--- config.mk ---
export PLATFORM = sky130hd
export DESIGN_NAME = watchdog_ctrl
export DESIGN_NICKNAME = d
export VERILOG_FILES = /design/src/rtl/watchdog_ctrl.sv
export SDC_FILE = /design/constraint.sdc
export NUM_CORES = 1
export LEC_CHECK = 0
export ABC_AREA = 1
export BUFFER_PORTS_ARGS = -buffer_cell sky130_fd_sc_hd__buf_2
export CAP_MARGIN = 30
export CORE_AREA = 2 2 39 41
export DETAILED_ROUTE_END_ITERATION = 7
export DIE_AREA = 0 0 41 43
export GPL_TIMING_DRIVEN = 0
export HOLD_SLACK_MARGIN = 0.03
export PLACE_DENSITY = 0.71
export SLEW_MARGIN = 10
export SYNTH_ARGS = -nofsm -noshare
export SYNTH_HDL_FRONTEND = slang
export SYNTH_SLANG_ARGS = --single-unit
--- constraint.sdc ---
create_clock -name CLK -period 1.4 [get_ports CLK]
set_clock_uncertainty 0.05 [all_clocks]
set_input_delay 0.28 -clock CLK [delete_from_list [all_inputs] [get_ports CLK]]
set_output_delay 0.28 -clock CLK [all_outputs]
set_load 0.02 [all_outputs]
--- src/rtl/watchdog_ctrl.sv ---
// Frame-based watchdog sequencer: counts un-kicked VBL strobes and, on timeout,
// drives a fixed-length registered reset pulse and a sticky expiry flag.
//
// state  | meaning
// -------+-----------------------------------------------------------
// ARMED  | counting VBL strobes; KICK clears the count
// FIRING | WD_RESET high; pulse down-counter running to terminal count
// IDLE   | suspended by DISABLE; count held at zero
module watchdog_ctrl #(
    parameter int TIMEOUT_FRAMES = 8,
    parameter int RST_LEN        = 16
) (
    input  logic                                  CLK,
    input  logic                                  RESET,
    input  logic                                  VBL,
    input  logic                                  KICK,
    input  logic                                  DISABLE,
    input  logic                                  CLR_FLAG,
    output logic                                  WD_RESET,
    output logic                                  nWD_RESET,
    output logic                                  EXPIRED,
    output logic [$clog2(TIMEOUT_FRAMES+1)-1:0]   FRAME_CNT
);

    localparam int FW = $clog2(TIMEOUT_FRAMES + 1);
    localparam int PW = (RST_LEN > 1) ? $clog2(RST_LEN) : 1;
    localparam logic [FW-1:0] LAST_FRAME = FW'(TIMEOUT_FRAMES - 1);
    localparam logic [PW-1:0] PULSE_LOAD = PW'(RST_LEN - 1);

    typedef enum logic [1:0] {
        ARMED  = 2'd0,
        FIRING = 2'd1,
        IDLE   = 2'd2
    } wdState_t;

    wdState_t          state, stateNext;
    logic [FW-1:0]     frameCnt, frameNext;
    logic [PW-1:0]     pulseCnt, pulseNext;
    logic              wdReset, wdNext;
    logic              nWdReset;
    logic              expired, expiredNext;
    logic              expireNow;

    always_comb begin
        stateNext   = state;
        frameNext   = frameCnt;
        pulseNext   = pulseCnt;
        wdNext      = wdReset;
        expiredNext = expired;
        expireNow   = 1'b0;

        case (state)
            ARMED: begin
                if (KICK) begin
                    frameNext = '0;
                end else if (VBL) begin
                    if (frameCnt == LAST_FRAME) begin
                        expireNow = 1'b1;
                        stateNext = FIRING;
                        frameNext = '0;
                        pulseNext = PULSE_LOAD;
                        wdNext    = 1'b1;
                    end else begin
                        frameNext = frameCnt + 1'b1;
                    end
                end
                // An expiry this cycle must still fire even if DISABLE is high.
                if (DISABLE && !expireNow) begin
                    stateNext = IDLE;
                    frameNext = '0;
                end
            end
            FIRING: begin
                frameNext = '0;
                if (pulseCnt == '0) begin
                    stateNext = ARMED;
                    wdNext    = 1'b0;
                end else begin
                    pulseNext = pulseCnt - 1'b1;
                end
            end
            IDLE: begin
                frameNext = '0;
                wdNext    = 1'b0;
                if (!DISABLE) begin
                    stateNext = ARMED;
                end
            end
            default: begin
                stateNext = ARMED;
                frameNext = '0;
                pulseNext = '0;
                wdNext    = 1'b0;
            end
        endcase

        if (expireNow) begin
            expiredNext = 1'b1;
        end else if (CLR_FLAG) begin
            expiredNext = 1'b0;
        end
    end

    always_ff @(posedge CLK) begin
        if (RESET) begin
            state    <= ARMED;
            frameCnt <= '0;
            pulseCnt <= '0;
            wdReset  <= 1'b0;
            nWdReset <= 1'b1;
            expired  <= 1'b0;
        end else begin
            state    <= stateNext;
            frameCnt <= frameNext;
            pulseCnt <= pulseNext;
            wdReset  <= wdNext;
            nWdReset <= ~wdNext;
            expired  <= expiredNext;
        end
    end

    assign WD_RESET  = wdReset;
    assign nWD_RESET = nWdReset;
    assign EXPIRED   = expired;
    assign FRAME_CNT = frameCnt;

endmodule

==> reports/results.ini <==
[run_status]
status = completed

[drt]
via_per_inst = 4.99
routedWlPerCell_um = 10.6
wl_um = 1230
vias = 579
drtIter0Drc = 13
first_pass_iters = 4
drc = 0
ant_nets = 0

[worst_hold_path]
min_path_type = in -> reg
min_from = CLR_FLAG

[worst_setup_path]
r2r_start = FRAME_CNT[0]$_SDFFE_PP0P_
crit_fanout = 4
start_kind = flop
endpoint_kind = flop
setup.worst_path.class = reg -> reg
worstPathArrival_ns = 1.50
startpoint = FRAME_CNT[0]$_SDFFE_PP0P_
worstPathRequired_ns = 1.53

[clocking]
cts_setup_buffers = 0
cts_tree = yes
clk_latency_ns = 0.27
clk_path_buf_depth = 2
clk_pin_slew_ns = 0.08
cts_sinks = 13
root_buffer = clkbuf_4
h-tree-depth = 1
cts_buffers = 3

[die]
die_area_um2 = 1760
dieHeight_um = 43
die_x_um = 41
placementRows = 14
ios = 13
core-area_um2 = 1380
initial_core_util = 0.466

[cells_and_area]
multi_input_area_um2 = 360
fill_cells = 136
nets = 110
num_antenna_cells = 0
seq_area_um2 = 265
drive_above_1_share = 0.240
area_growth_pct = 19.2
finalNonFillerCells = 116

[global_route]
antenna_found_initial = 0
grt_pass1_vias = 488
grt_first_pass_wirelength_um = 1790
gr-usage-met3 = 0.0314
grt_overflow_total = 0
globalRouteMet2Util = 0.238
track_usage = 0.151
top_usage_layer = met2
grt_max_degree = 10
use_met1 = 0.173

[placed_design]
dp_cells = 112
portBuffers = 11
dp.final_hpwl_um = 882
place_ws_ns = 0.0161
gp_congestion = 0.820

[logic_synthesis]
synth_area_um2 = 644
synth_warnings = 0
ys_top_cells_by_area = dfxtp_1 (40%), nand2_1 (10%), nand3_1 (8.5%), a21oi_1 (7.8%), ha_1 (5.8%)
synth.distinct_cells = 19
synth-seq-cells = 13
synth_top_area_share = 0.404
syn_avg_cell_area_um2 = 7.58
netlist_instances = 85
yosysTopAreaCell = dfxtp_1
seq_area_frac_synth = 0.404
synth_nets = 94

[timing]
period_minus_slack_ns = 1.37
post-route-period-util = 0.978
slew_violations = 0
finalSetupViolCount = 0
max_freq_ghz = 0.731
slew_headroom = 0.755
post-route-worst-setup-slack_ns = 0.0313
tightest_slew_ns = 0.367
hold_violations = 0

[power]
p_leak_uw = 0.000306
finalPower_uw = 648
max-vdd-ir-drop_mv = 0.411
power.density_nw_per_um2 = 843

[flow_run]
drv_cap = 0

## cell usage in the layout (no fill, tap or decap)
master and n:
dfxtp_2 1, nor2_1 6, xnor2_1 1, nand2_4 1
nand3_1 11, clkbuf_1 2, o21bai_1 1, ha_1 2
a21oi_1 10, ha_4 1, dfxtp_1 11, dfxtp_4 1
a21oi_2 1, mux2i_1 1, nand2_2 1, clkbuf_4 3
nand3b_1 1, inv_1 10, nand3_2 1, nand2_1 18
nand3_4 1, buf_2 11, nor2_4 1, nor3_1 2
nor2_2 1
## state kept, by name, indices dropped and copies added (netlist names)
name       count
FRAME_CNT      4
pulseCnt       4
state          2
EXPIRED        1
WD_RESET       1
nWD_RESET      1
## critical path, stage by stage, from the launching register on
cell	delay (ns)
dfxtp_4	0.38
ha_4	0.15
nand2_2	0.08
nor2_4	0.16
nand2_1	0.08
nand2_1	0.08
nand3_2	0.10
nor3_1	0.20
## Yosys cell counts, drive strengths merged
cell / n
ha: 3
nor3: 2
inv: 10
mux2i: 1
clkbuf: 1
nand2: 20
dfxtp: 13
o21bai: 1
nand3: 13
nor2: 8
xnor2: 1
a21oi: 11
nand3b: 1
## cells by family (layout without fill, tap and decap cells)
family,count (synthesis),in the layout,share of synthesized area
buffers and inverters,11,26,0.0641
xor gates and xnor gates,1,1,0.0136
AOI/OAI and AO/OA,12,12,0.103
DFF,13,13,0.404
muxes,1,1,0.0155
adders and majority gates,3,3,0.0583
and+or+nand+nor,44,44,0.342
## layer usage
metal | vias up | share of wire
li1 | 309 | -
met4 | 0 | 0.011
met3 | 2 | 0.037
met2 | 10 | 0.51
met5 | - | 0
met1 | 258 | 0.44
## power by group
part           switching [µW]  total [µW]  internal, µW  leakage (µW)
clock network             127         237           110     0.0000150
logic                    22.0        35.6          13.6      0.000184
registers                3.99         375           371      0.000106
## layout make-up
type / instances / share of cell area
plain buffers: 1 / 0.00489
clock buffers: 4 / 0.0342
flip-flops and latches: 13 / 0.345
well taps: 16 / 0.0261
repair buffers: 11 / 0.0717
multi-input cells: 61 / 0.469
inverters: 10 / 0.0489
## metrics by stage
stage | util | area (µm²) | TNS (ns) | hold WS (ns)
3_5_place_dp | 0.520 | 719 | 0 | 0.408
6_report | 0.555 | 768 | 0 | 0.205
4_1_cts | 0.541 | 748 | 0 | 0.191
2_1_floorplan | - | 644 | 0 | 0.390
3_3_place_gp | 0.520 | 719 | 0 | 0.399
5_1_grt | 0.555 | 768 | -0.0722 | 0.235
## timing repair
item | in CTS | in global routing
setup endpoints to repair | 2 | 8
pin swaps | 0 | 2
hold buffers | 0 | 0
gates resized for setup | 1 | 5
## worst paths after layout
path         slack [ns]  cells past startpoint                         to
max                0.03                      7  FRAME_CNT[0]$_SDFFE_PP0P_
min                0.20                      4       EXPIRED$_SDFFE_PP0P_
max reg2reg        0.03                      7  FRAME_CNT[0]$_SDFFE_PP0P_
min reg2reg        0.43                      2       EXPIRED$_SDFFE_PP0P_
Power figures use the tool's default switching activity.
